==> config.mk <==
export PLATFORM = sky130hd
export DESIGN_NAME = halfband_2nd_decim
export DESIGN_NICKNAME = d
export VERILOG_FILES = /design/src/rtl/hb_pkg.sv /design/src/rtl/hb_preadd_mult.sv /design/src/rtl/halfband_2nd_decim.sv
export SDC_FILE = /design/constraint.sdc
export NUM_CORES = 1
export LEC_CHECK = 0
export ABC_CLOCK_PERIOD_IN_PS = 11200
export CORE_UTILIZATION = 40
export CTS_BUF_LIST = sky130_fd_sc_hd__clkbuf_8
export DETAILED_ROUTE_END_ITERATION = 8
export PLACE_DENSITY = 0.52
export SLEW_MARGIN = 20
export SYNTH_ARGS = -nofsm -noshare
export SYNTH_HDL_FRONTEND = slang
export SYNTH_SLANG_ARGS = --single-unit
==> constraint.sdc <==
create_clock -name sys_clk -period 11.2 [get_ports sys_clk]
set_input_delay 1.68 -clock sys_clk [delete_from_list [all_inputs] [get_ports sys_clk]]
set_output_delay 1.68 -clock sys_clk [all_outputs]
set_load 0.1 [all_outputs]
==> src/rtl/hb_pkg.sv <==
`default_nettype none
// ============================================================================
//  Package : hb_pkg
//  Shared constants, coefficients and helpers for the second halfband stage.
//  Revision: 1.0
// ============================================================================
package hb_pkg;

    localparam int WIDTH    = 18;
    localparam int LENGTH   = 11;
    localparam int NPAIR    = 3;
    localparam int CNTW     = 4;
    // Coefficients carry one extra bit so the centre tap can hold +2^17 exactly
    localparam int CW       = WIDTH + 1;
    localparam int PROD_MSB = 34;
    localparam int PROD_LSB = 17;
    localparam int GW       = WIDTH + 2;
    localparam int SAT_MAX  = 131071;
    localparam int SAT_MIN  = -131072;

    localparam logic signed [CW-1:0] H0 = 19'sd3081;
    localparam logic signed [CW-1:0] H2 = -19'sd19040;
    localparam logic signed [CW-1:0] H4 = 19'sd81495;
    localparam logic signed [CW-1:0] HC = 19'sd131072;

    localparam logic [CNTW-1:0] C_LEN_CNT = CNTW'(LENGTH);

    typedef logic signed [WIDTH-1:0] sample_t;

    function automatic logic signed [CW-1:0] pair_coeff(input int k);
        case (k)
            0:       return H0;
            1:       return H2;
            default: return H4;
        endcase
    endfunction

    function automatic sample_t sat_clip(input logic signed [GW-1:0] v);
        if (v > GW'(SAT_MAX))
            return sample_t'(SAT_MAX);
        else if (v < GW'(SAT_MIN))
            return sample_t'(SAT_MIN);
        else
            return sample_t'(v);
    endfunction

endpackage
`default_nettype wire

==> src/rtl/hb_preadd_mult.sv <==
`default_nettype none
// ============================================================================
//  Module  : hb_preadd_mult
//  Registered symmetric pre-add followed by a registered multiply and slice.
//  Revision: 1.0
// ============================================================================
module hb_preadd_mult
    import hb_pkg::*;
#(
    parameter logic signed [CW-1:0] COEFF = '0
)(
    input  logic    clk,
    input  logic    reset,
    input  sample_t i_a,
    input  sample_t i_b,
    output sample_t o_m
);

    logic signed [CW-1:0]   r_p;
    sample_t                r_m;
    logic signed [2*CW-1:0] w_pe;
    logic signed [2*CW-1:0] w_ce;
    logic signed [2*CW-1:0] w_prod;
    logic [2*CW-1-PROD_MSB+PROD_LSB-1:0] w_drop_unused;

    assign w_pe   = {{CW{r_p[CW-1]}}, r_p};
    assign w_ce   = {{CW{COEFF[CW-1]}}, COEFF};
    assign w_prod = w_pe * w_ce;
    // Bits outside the 1s17 window carry no information for in-range data
    assign w_drop_unused = {w_prod[2*CW-1:PROD_MSB+1], w_prod[PROD_LSB-1:0]};

    always_ff @(posedge clk) begin
        if (!reset) begin
            r_p <= '0;
            r_m <= '0;
        end else begin
            r_p <= {i_a[WIDTH-1], i_a} + {i_b[WIDTH-1], i_b};
            r_m <= w_prod[PROD_MSB:PROD_LSB];
        end
    end

    assign o_m = r_m;

endmodule
`default_nettype wire

==> src/rtl/halfband_2nd_decim.sv <==
`default_nettype none
// ============================================================================
//  Module  : halfband_2nd_decim
//  11-tap halfband, 2:1 decimation, pipelined with warm-up gated valid.
//  Option  : HB2_SAT_EN -> guard-bit sums with clipped final output.
//  Revision: 1.0
// ============================================================================
module halfband_2nd_decim
    import hb_pkg::*;
(
    input  logic                    sys_clk,
    input  logic                    reset,
    input  logic                    sys_clk2_en,
    input  logic                    sam_clk_en,
    input  logic signed [WIDTH-1:0] x_in,
    output logic signed [WIDTH-1:0] y,
    output logic                    y_valid
);

`ifdef HB2_SAT_EN
    localparam int SW = GW;
`else
    localparam int SW = WIDTH;
`endif

    sample_t             r_x [LENGTH];
    logic [CNTW-1:0]     r_count;
    logic [CNTW-1:0]     w_count_nxt;
    logic                w_launch;
    logic                w_warm;
    logic [3:0]          r_tag;
    logic [3:0]          r_vld;
    sample_t             w_m [NPAIR];
    sample_t             w_mc;
    logic signed [SW-1:0] w_s0;
    logic signed [SW-1:0] w_s1;
    logic signed [SW-1:0] r_s0;
    logic signed [SW-1:0] r_s1;
    logic signed [SW-1:0] w_sum;
    sample_t             w_y;
    logic                w_lsb_unused;

    assign w_lsb_unused = x_in[0];
    assign w_count_nxt  = (r_count == C_LEN_CNT) ? r_count : r_count + CNTW'(1);
    assign w_launch     = sys_clk2_en & sam_clk_en;
    assign w_warm       = (w_count_nxt == C_LEN_CNT);

    // Delay line holds samples pre-halved to 2s16 so pair sums fit WIDTH+1
    always_ff @(posedge sys_clk) begin
        if (!reset) begin
            for (int i = 0; i < LENGTH; i++)
                r_x[i] <= '0;
            r_count <= '0;
        end else if (sys_clk2_en) begin
            r_x[0] <= {x_in[WIDTH-1], x_in[WIDTH-1:1]};
            for (int i = 1; i < LENGTH; i++)
                r_x[i] <= r_x[i-1];
            r_count <= w_count_nxt;
        end
    end

    for (genvar k = 0; k < NPAIR; k++) begin : g_pair
        hb_preadd_mult #(
            .COEFF (pair_coeff(k))
        ) u_pm (
            .clk   (sys_clk),
            .reset (reset),
            .i_a   (r_x[2*k]),
            .i_b   (r_x[LENGTH-1-2*k]),
            .o_m   (w_m[k])
        );
    end

    hb_preadd_mult #(
        .COEFF (HC)
    ) u_centre (
        .clk   (sys_clk),
        .reset (reset),
        .i_a   (r_x[(LENGTH-1)/2]),
        .i_b   ('0),
        .o_m   (w_mc)
    );

    assign w_s0  = SW'(w_m[0]) + SW'(w_m[1]);
    assign w_s1  = SW'(w_m[2]) + SW'(w_mc);
    assign w_sum = r_s0 + r_s1;

`ifdef HB2_SAT_EN
    assign w_y = sat_clip(w_sum);
`else
    assign w_y = w_sum;
`endif

    // Tags run alongside data: stage 3 lines up with the level-1 sums
    always_ff @(posedge sys_clk) begin
        if (!reset) begin
            r_tag   <= '0;
            r_vld   <= '0;
            r_s0    <= '0;
            r_s1    <= '0;
            y       <= '0;
            y_valid <= 1'b0;
        end else begin
            r_tag   <= {r_tag[2:0], w_launch};
            r_vld   <= {r_vld[2:0], w_launch & w_warm};
            r_s0    <= w_s0;
            r_s1    <= w_s1;
            if (r_tag[3])
                y <= w_y;
            y_valid <= r_vld[3];
        end
    end

endmodule
`default_nettype wire

After elaboration in Yosys (flattened, before gate mapping)
Memory sizes are Yosys's and may differ from the RTL's.
Cells that the tools add are included.
{ "classes": {"add_sub_neg": 7, "n_mul": 3, "n_eq_ne": 2, "n_mux": 16, "n_bitwise": 13} }
{ "ops": {"columns": ["operator", "n"], "rows": [
  ["18-bit two-way mux", 11],
  ["18-bit by 18-bit adder with 19-bit output", 3],
  ["18-bit adder", 3],
  ["19-bit by 18-bit multiplier with 35-bit output, second input constant", 1],
  ["19-bit by 13-bit multiplier with 32-bit output, second input constant", 1],
  ["19-bit by 11-bit multiplier with 30-bit output, second input constant", 1],
  ["1-bit bitwise OR", 11],
  ["4-bit equality test, second input constant", 2],
  ["4-bit by 1-bit adder with 4-bit output, second input constant", 1],
  ["1-bit two-way mux", 4],
  ["4-bit two-way mux", 1],
  ["1-bit bitwise AND", 2]
]} }
{ "word_totals": {"ff_bits": 214, "ramBits": 198, "inputBits": 22, "output_inout_bits": 19, "wordCells": 57, "n_memories": 1} }
{ "mem_list": {"columns": ["name", "depth", "word_bits", "read_ports", "rd_ports_with_merged_regs", "wr", "line", "text"], "rows": [
  ["r_x", 11, 18, 11, 0, 11, "halfband_2nd_decim.sv:26", "sample_t r_x [LENGTH];"]
]} }

Depth between registers and ports, before layout
Gate-level depths: netlist of the first run.
{ "depth": {"ltp_word": 4, "ltp_mapped": 23, "depth_no_buf": 23} }

By module
From an unflattened synthesis of the first run, not the netlist that was laid out.
{ "hier_totals": {"cells_unflattened": 3176, "area_unflattened_um2": 32902.8} }
{ "by_module_without_submodules": {"columns": ["module", "instances", "cells_each", "area_each_um2"], "rows": [
  ["halfband_2nd_decim", 1, 911, 11267.1],
  ["hb_preadd_mult at g_pair[2].u_pm", 1, 844, 8309.2],
  ["hb_preadd_mult at g_pair[1].u_pm", 1, 670, 6419.9],
  ["hb_preadd_mult at g_pair[0].u_pm", 1, 560, 5119.9],
  ["hb_preadd_mult at u_centre", 1, 191, 1786.7]
]} }

Worst setup path after synthesis of the first run
Ideal clock, no wire load.
{ "synth_path": {"path_type": "input -> register", "start": "in sys_clk2_en", "end": "mem r_x[0][0] in the netlist's numbering, enable pin", "setup_ps": 580, "t_arrival_ps": 6444, "required_time_ps": 10620, "setup_slack_ps": 4176, "path_stages": 2, "cell_sequence": "clkbuf_1 nand2b_1"} }
{ "synth_rtl": {"columns": ["element", "line", "text"], "rows": [
  ["start, declared", "halfband_2nd_decim.sv:13", "input logic sys_clk2_en,"],
  ["end, declared", "halfband_2nd_decim.sv:26", null]
]} }

Final worst setup path of the first run
{ "layout_path": {"start": "reg g_pair[2].u_pm.r_p[7]", "end": "reg g_pair[2].u_pm.r_m[11]"} }
{ "layout_via": {"elab_chain_len": 1} }
{ "layout_lines": {"columns": ["element", "line", "text"], "rows": [
  ["start, declared", "hb_preadd_mult.sv:19", "logic signed [CW-1:0] r_p;"],
  ["start signal, assigned", "hb_preadd_mult.sv:37", "r_p <= {i_a[WIDTH-1], i_a} + {i_b[WIDTH-1], i_b};"],
  ["19-bit by 18-bit multiplier with 35-bit output", "hb_preadd_mult.sv:28", "assign w_prod = w_pe * w_ce;"],
  ["end signal, assigned", "hb_preadd_mult.sv:38", "r_m <= w_prod[PROD_MSB:PROD_LSB];"],
  ["end, declared", "hb_preadd_mult.sv:20", "sample_t r_m;"]
]} }
No other way between the ends.
A chain may end at the register's enable or synchronous reset.

==> run_results.csv, run 1 <==
group,metric,value,unit
synthesis,syn_area_per_cell,10.2,sq um
route,first_pass_iters,5,
route,finalWirelength,71.2,mm
sta,finalSetupViolCount,0,
clock_network,root_buffer,"clkbuf_8",
critical_path,path_class,"flip-flop to flip-flop",
power,combPwrFrac,65.3,%
power,irDropWorstVdd,0.290,mV
route,wire_per_inst,16.8,um
critical_path,r2r_setup_slack,4.88,ns
critical_path,cp.arrival,6.89,ns
global_routing,grt_overflow,0,
place,gp_congestion,0.877,
critical_path,critical_path_buf_inv_count,4,
power,power.density,272,mW/mm^2
critical_path,crit_chain,"fa_1, fa_1, inv_1, fa_1, inv_1, fa_1, fa_1, inv_1, fa_1, inv_1, ha_1, nand4_1, nor2_1, o21a_1, o31a_1, o21ai_1, nand2b_1, a311oi_1, mux2i_1",
global_routing,grt_use_total,17.9,%
power,p_seq_share,20.1,%
place,dp_hpwl,56.0,mm
sta,worst_pin_slew,0.972,ns
route,ant_nets,0,
power,swShare,47.0,%
die,ios,41,
power,intPower,4990,uW
clock_network,cts_tree,"built",
die,dieHeight,283,um
min_path,hold_path.class,"flip-flop to flip-flop",
synthesis,yosysWarnings,0,
job,cap_viol_max_count,0,
final_layout,fin_nets,3938,
power,clockPowerShare,14.6,%
clock_network,post-cts-setup-buffers,0,
run_status,status,"finished clean",
global_routing,grt_antenna_before_repair,3,
clock_network,clock_sinks,396,
die,dieArea,0.0803,sq mm
final_layout,drive_above_1_share,4.58,%
clock_network,cts.clk_slew.worst_paths,0.06,ns
synthesis,synth_seq_cells,396,
sta,finalClockSkew,0.0360,ns
critical_path,slowest_delay,0.70,ns
die,core-area,0.0778,sq mm
clock_network,ctsResizeCount,0,
critical_path,cp-start-kind,"flip-flop",
synthesis,async_reset_ff_share,0,%
clock_network,clkLatencyLatePin,0.66,ns
critical_path,endpoint_kind,"flip-flop",
synthesis,yosysUniqueCellTypes,79,
clock_network,cts_buffers,72,
die,fp.dieW,283,um
clock_network,cts_buffer_depth,3,
critical_path,worstPathMaxFanout,8,
power,p_total,9420,uW
critical_path,critPathTopFamily,"adder cells",
die,start_util,40.7,%
sta,min_period,6.32,ns
route,drc,0,
global_routing,grt_max_degree,110,
route,avgViaCountPerCell,5.00,
critical_path,critPathSlowestCell,"dfxtp_1",
sta,maxSlewViolCount,0,
sta,fin_crit_sh,56.5,%
synthesis,netlist_instances,3101,
power,power.switching,4430,uW
sta,fmax,158,MHz
synthesis,synthesis.area,0.0317,sq mm
synthesis,synth_edf_count,187,
power,total_leakage_power,0.0175,uW
sta,relSlewSlack,35.0,%
route,drt_iter0_markers,1142,
sta,hold_viol,0,
sta,tns,0,ns
global_routing,grt_pass1_vias,21800,
synthesis,synth-seq-area-share,30.9,%
sta,rsz0062_at_grt,"no",
final_layout,area_growth,9.28,%
clock_network,htree_num_levels,3,
synthesis,ys.flop_type,"dfxtp_1",
global_routing,grt_pass1_wl,116,mm
route,via_count,21300,
critical_path,crit_top_cell,"fa_1",
clock_network,hold_buffers,0,
die,num_rows,102,
place,port_buffers,39,
critical_path,cp.required,11.77,ns
synthesis,synth_nets,3889,
## per-stage QoR
step	hold WS [ns]	setup WS [ns]	cell area, sq um	instances	util, %
finish	0.432	4.88	34600	4248	44.5
global route	0.446	4.62	34600	4247	44.5
CTS	0.433	4.80	34600	4247	44.5
detailed placement	0.420	4.86	33200	4116	42.6
global placement	0.415	4.84	33200	4116	42.6
floorplan	0.412	4.18	31700	3101	-
## registers in the layout, indices dropped and copies added, names as in the netlist
| name | count |
|---|---|
| y_valid | 1 |
| u_centre.o_m | 17 |
| r_x | 187 |
| y | 18 |
| r_s0 | 18 |
| r_vld | 4 |
| r_count | 4 |
| r_s1 | 18 |
| u_centre.r_p | 17 |
| g_pair.u_pm.o_m | 51 |
| g_pair.u_pm.r_p | 57 |
| r_tag | 4 |
## cell usage in the layout (no fill, tap or decap), drive strengths merged, types with 11 or more instances in the layout
cell type,netlist,routed
inv,602,623
clkbuf,68,86
edfxtp,187,187
nand3,43,43
nand2b,34,34
clkdlybuf4s50,0,37
a31oi,18,18
mux2i,11,11
fa,270,270
a21oi,121,121
xnor2,50,50
ha,496,496
and3,187,187
a211oi,17,17
o21ai,83,83
xor2,53,53
nand2,95,95
nor2b,28,28
clkinv,0,20
a21o,44,44
dfxtp,209,209
or3,14,14
o21bai,20,20
nand4,16,16
nor2,149,149
o21a,24,24
nor3,57,57
nor3b,16,16
and2,81,81
## per-layer routing
| layer | GRT usage, % | vias up | part of all wire (%) |
|---|---|---|---|
| met2 | 28.5 | 332 | 45 |
| met4 | 3.88 | 0 | 1.5 |
| met5 | 0 | - | 0 |
| met1 | 25.7 | 10400 | 50 |
| li1 | - | 10500 | - |
| met3 | 2.47 | 82 | 3.2 |
## cell families (layout without fill, tap and decap cells)
kind of cell | after synthesis | in the layout | share of synthesized area [%]
AO/OA/AOI/OAI | 417 | 417 | 8.89
adder cells (fa/ha/maj) | 766 | 766 | 36.7
flip-flops | 396 | 396 | 30.9
other | 0 | 1 | 0
multiplexers | 11 | 11 | 0.348
buffers and inverters | 673 | 779 | 7.99
XOR/XNOR | 103 | 103 | 2.85
AND/OR/NAND/NOR | 735 | 735 | 12.3
## cell usage after synthesis (5+ instances only)
master      n  area, sq um
inv_1     602         2260
ha_1      496         6210
fa_1      270         5410
dfxtp_1   209         4180
and3_1    187         1170
edfxtp_1  187         5620
nor2_1    149          559
a21oi_1   121          606
nand2_1    95          357
and2_1     81          507
clkbuf_1   68          255
o21ai_0    59          295
nor3_1     56          280
xor2_1     53          464
xnor2_1    50          438
a21o_1     44          330
nand3_1    43          215
nand2b_1   34          213
nor2b_1    27          169
o21a_1     23          173
o21ai_1    23          115
o21bai_1   19          143
a31oi_1    17          106
nand4_1    16          100
nor3b_1    16          120
a211oi_1   15          113
or3_1      14         87.6
mux2i_1    11          110
o211ai_1    9         67.6
a311oi_1    7         61.3
o31a_1      7         61.3
a41oi_1     5         43.8
nor4_1      5         31.3
o31ai_1     5         37.5
## power by group through the flow
stage,Sequential [uW],Combinational (uW),Clock [uW]
after floorplan,1860,4680,0
after global placement,1940,6110,0
after detailed placement,1930,6170,0
after CTS,1900,6220,1420
after global routing,1920,7020,1480
final,1900,6150,1370
## path summary, 6_finish.rpt
| path | startpoint | endpoint | depth (start not counted) |
|---|---|---|---|
| worst max register to register | g_pair[2].u_pm.r_p[7] | g_pair[2].u_pm.o_m[11] | 19 |
| worst max-delay path | g_pair[2].u_pm.r_p[7] | g_pair[2].u_pm.o_m[11] | 19 |
| worst min register to register | r_vld[2] | r_vld[3] | 1 |
| worst min-delay path | r_vld[2] | r_vld[3] | 1 |
## worst register-to-register path: stages, from the launching register on
cell      delay, ns
dfxtp_1        0.70
fa_1           0.56
fa_1           0.52
inv_1          0.05
fa_1           0.54
inv_1          0.06
fa_1           0.45
fa_1           0.49
inv_1          0.05
fa_1           0.47
inv_1          0.04
ha_1           0.40
nand4_1        0.19
nor2_1         0.09
o21a_1         0.11
o31a_1         0.14
o21ai_1        0.43
nand2b_1       0.27
a311oi_1       0.44
mux2i_1        0.24
## cell type report
| class | instances | area [sq um] |
|---|---|---|
| Fill cell | 7512 | 43200 |
| Timing Repair Buffer | 46 | 442 |
| Clock buffer | 86 | 1180 |
| Tap cell | 1040 | 1300 |
| Sequential cell | 396 | 9800 |
| Inverter | 602 | 2260 |
| Clock inverter | 45 | 270 |
| Multi-Input combinational cell | 2032 | 19400 |
| Antenna cell | 1 | 2.50 |
Note: power is estimated with default switching activity, not from simulation.
==> run 2: changes to the inputs <==
--- a/config.mk
+++ b/config.mk
@@ -5,11 +5,11 @@
 export SDC_FILE = /design/constraint.sdc
 export NUM_CORES = 1
 export LEC_CHECK = 0
-export ABC_CLOCK_PERIOD_IN_PS = 11200
+export ABC_CLOCK_PERIOD_IN_PS = 5100
 export CORE_UTILIZATION = 40
 export CTS_BUF_LIST = sky130_fd_sc_hd__clkbuf_8
 export DETAILED_ROUTE_END_ITERATION = 8
-export PLACE_DENSITY = 0.52
+export PLACE_DENSITY = 0.54
 export SLEW_MARGIN = 20
 export SYNTH_ARGS = -nofsm -noshare
 export SYNTH_HDL_FRONTEND = slang
==> constraint.sdc (replaced) <==
create_clock -name sys_clk -period 5.1 [get_ports sys_clk]
set_input_delay 0.765 -clock sys_clk [delete_from_list [all_inputs] [get_ports sys_clk]]
set_output_delay 0.765 -clock sys_clk [all_outputs]
set_load 0.1 [all_outputs]
==> run_results.csv, run 2 (same netlist as run 1, synthesis figures left out) <==
group,metric,value,unit
sta,hold_viol,0,
place,dp_slack,-0.381,ns
clock_network,htree_num_levels,3,
sta,timing.final.ws_setup,-0.100,ns
die,start_util,40.7,%
clock_network,hold_buffers,0,
final_layout,area_growth,15.0,%
route,avgViaCountPerCell,4.95,
sta,finalClockSkew,0.0380,ns
sta,rsz0062_at_grt,"yes",
clock_network,root_buffer,"clkbuf_8",
final_layout,top_register,"r_x",
global_routing,grt_overflow,0,
global_routing,grt_antenna_before_repair,0,
die,dieArea,0.0803,sq mm
sta,min_period,5.20,ns
clock_network,clkLatencyLatePin,0.67,ns
route,wire_per_inst,16.8,um
place,port_buffers,39,
global_routing,grt_max_degree,212,
critical_path,r2r_end,"g_pair[2].u_pm.o_m[17]",
clock_network,clock_sinks,396,
final_layout,fin_nets,4093,
critical_path,timing.rr.start,"g_pair[2].u_pm.r_p[3]",
place,gp_congestion,0.845,
die,core-area,0.0778,sq mm
die,num_rows,102,
route,finalWirelength,73.7,mm
clock_network,cts_buffers,72,
critical_path,cp.required,5.66,ns
critical_path,cp-start-kind,"flip-flop",
route,drt_iter0_markers,996,
critical_path,path_class,"flip-flop to flip-flop",
place,dp_hpwl,57.8,mm
route,drc,0,
min_path,holdPathEnd,"u_centre.o_m[8]",
global_routing,grt_pass1_vias,22700,
min_path,hold_depth,1,
run_status,status,"complete, but fails checks",
critical_path,r2r_cells,20,
sta,relSlewSlack,29.1,%
min_path,hp-start,"u_centre.r_p[8]",
sta,hold_ws,0.428,ns
sta,worst_pin_slew,1.06,ns
critical_path,cp.arrival,5.76,ns
final_layout,antenna_cells,0,
die,fp.dieW,283,um
run_status,violations,"setup timing",
die,ios,41,
power,total_leakage_power,0.0183,uW
route,first_pass_iters,5,
clock_network,cts_buffer_depth,3,
sta,maxSlewViolCount,0,
clock_network,cts.clk_slew.worst_paths,0.05,ns
power,p_total,25400,uW
global_routing,grt_use_total,18.4,%
final_layout,drive_above_1_share,12.9,%
sta,fin_crit_sh,102,%
clock_network,cts_tree,"built",
route,via_count,21800,
final_layout,largest_reg_flops,187,
job,cap_viol_max_count,0,
final_layout,final_common_cell,"inv_1",
min_path,hold_path.class,"flip-flop to flip-flop",
global_routing,grt_pass1_wl,119,mm
final_layout,layout_common_cells,"597 x inv_1, 482 x ha_1, 253 x fa_1",
die,dieHeight,283,um
critical_path,worstPathMaxFanout,5,
power,power.density,699,mW/mm^2
power,irDropWorstVdd,0.740,mV
critical_path,r2r_setup_slack,-0.10,ns
critical_path,endpoint_kind,"flip-flop",
sta,fmax,192,MHz
sta,finalSetupViolCount,7,
route,ant_nets,0,
-- run 2: changes by cell type in the layout (fill, tap and decap cells not counted), sizes merged --
cell      change
bufinv        +2
clkbuf       -10
buf         +155
clkinvlp      -3
diode         -1
inv           +7
clkinv        +1
-- run 2: area by class of cell --
| class | count | area (sq um) |
|---|---|---|
| clock inverter | 52 | 357 |
| timing repair buffer | 201 | 1670 |
| multi-input combinational | 2032 | 19900 |
| sequential | 396 | 9860 |
| tap | 1040 | 1300 |
| fill | 7322 | 41400 |
| clock buffer | 76 | 1050 |
| inverter | 602 | 2270 |
-- run 2: worst max-delay path by stage --
stage / from / endpoint / slack, ns / cells after the start
6_report: g_pair[2].u_pm.r_p[3] / g_pair[2].u_pm.o_m[17] / -0.10 / 20
5_1_grt: g_pair[2].u_pm.r_p[14] / g_pair[2].u_pm.o_m[17] / -0.29 / 19
4_1_cts: g_pair[2].u_pm.r_p[8] / g_pair[2].u_pm.o_m[17] / -0.14 / 18
3_5_place_dp: g_pair[2].u_pm.r_p[7] / g_pair[2].u_pm.o_m[10] / -0.38 / 18
3_3_place_gp: g_pair[2].u_pm.r_p[6] / g_pair[2].u_pm.o_m[11] / -0.36 / 20
2_1_floorplan: g_pair[2].u_pm.r_p[14] / g_pair[2].u_pm.o_m[17] / -0.04 / 19
-- run 2: critical path: stages (launching register included) --
cell and delay (ns):
dfxtp_4 0.37, fa_1 0.59, fa_2 0.22, inv_2 0.04
fa_1 0.47, inv_1 0.05, fa_1 0.50, fa_1 0.50
inv_1 0.05, fa_1 0.52, inv_1 0.05, ha_1 0.29
buf_4 0.13, nand2_1 0.05, o21ai_0 0.22, buf_4 0.18
o2111a_1 0.22, buf_6 0.17, nor3_4 0.06, or3_1 0.37
o311ai_1 0.09
-- run 2: power by group --
part	switching (uW)	internal, uW
Combinational	9740	8570
Sequential	312	3840
Clock	1430	1560
Total	11500	14000
-- run 2: stage by stage --
step                TNS [ns]  util, %  instances  area, sq um
finish                -0.349     46.8       4399        36400
global route           -2.42     46.8       4399        36400
CTS                   -0.265     46.4       4393        36100
detailed placement     -4.36     44.1       4255        34400
global placement       -3.67     44.1       4255        34400
floorplan            -0.0366        -       3101        31800
-- run 2: layer usage --
metal	up-vias	part of all wire [%]	global-route usage, %
li1	10800	-	-
met1	10600	48	25.2
met2	280	47	30.6
met3	91	2.6	2.26
met4	0	1.9	4.74
met5	-	0	0
-- run 2: what timing repair did --
action / CTS / global route
setup buffers: 12 / 8
cloned: 0 / 0
setup endpoints to repair: 17 / 24
pin swaps: 69 / 40
gates resized for setup: 70 / 75
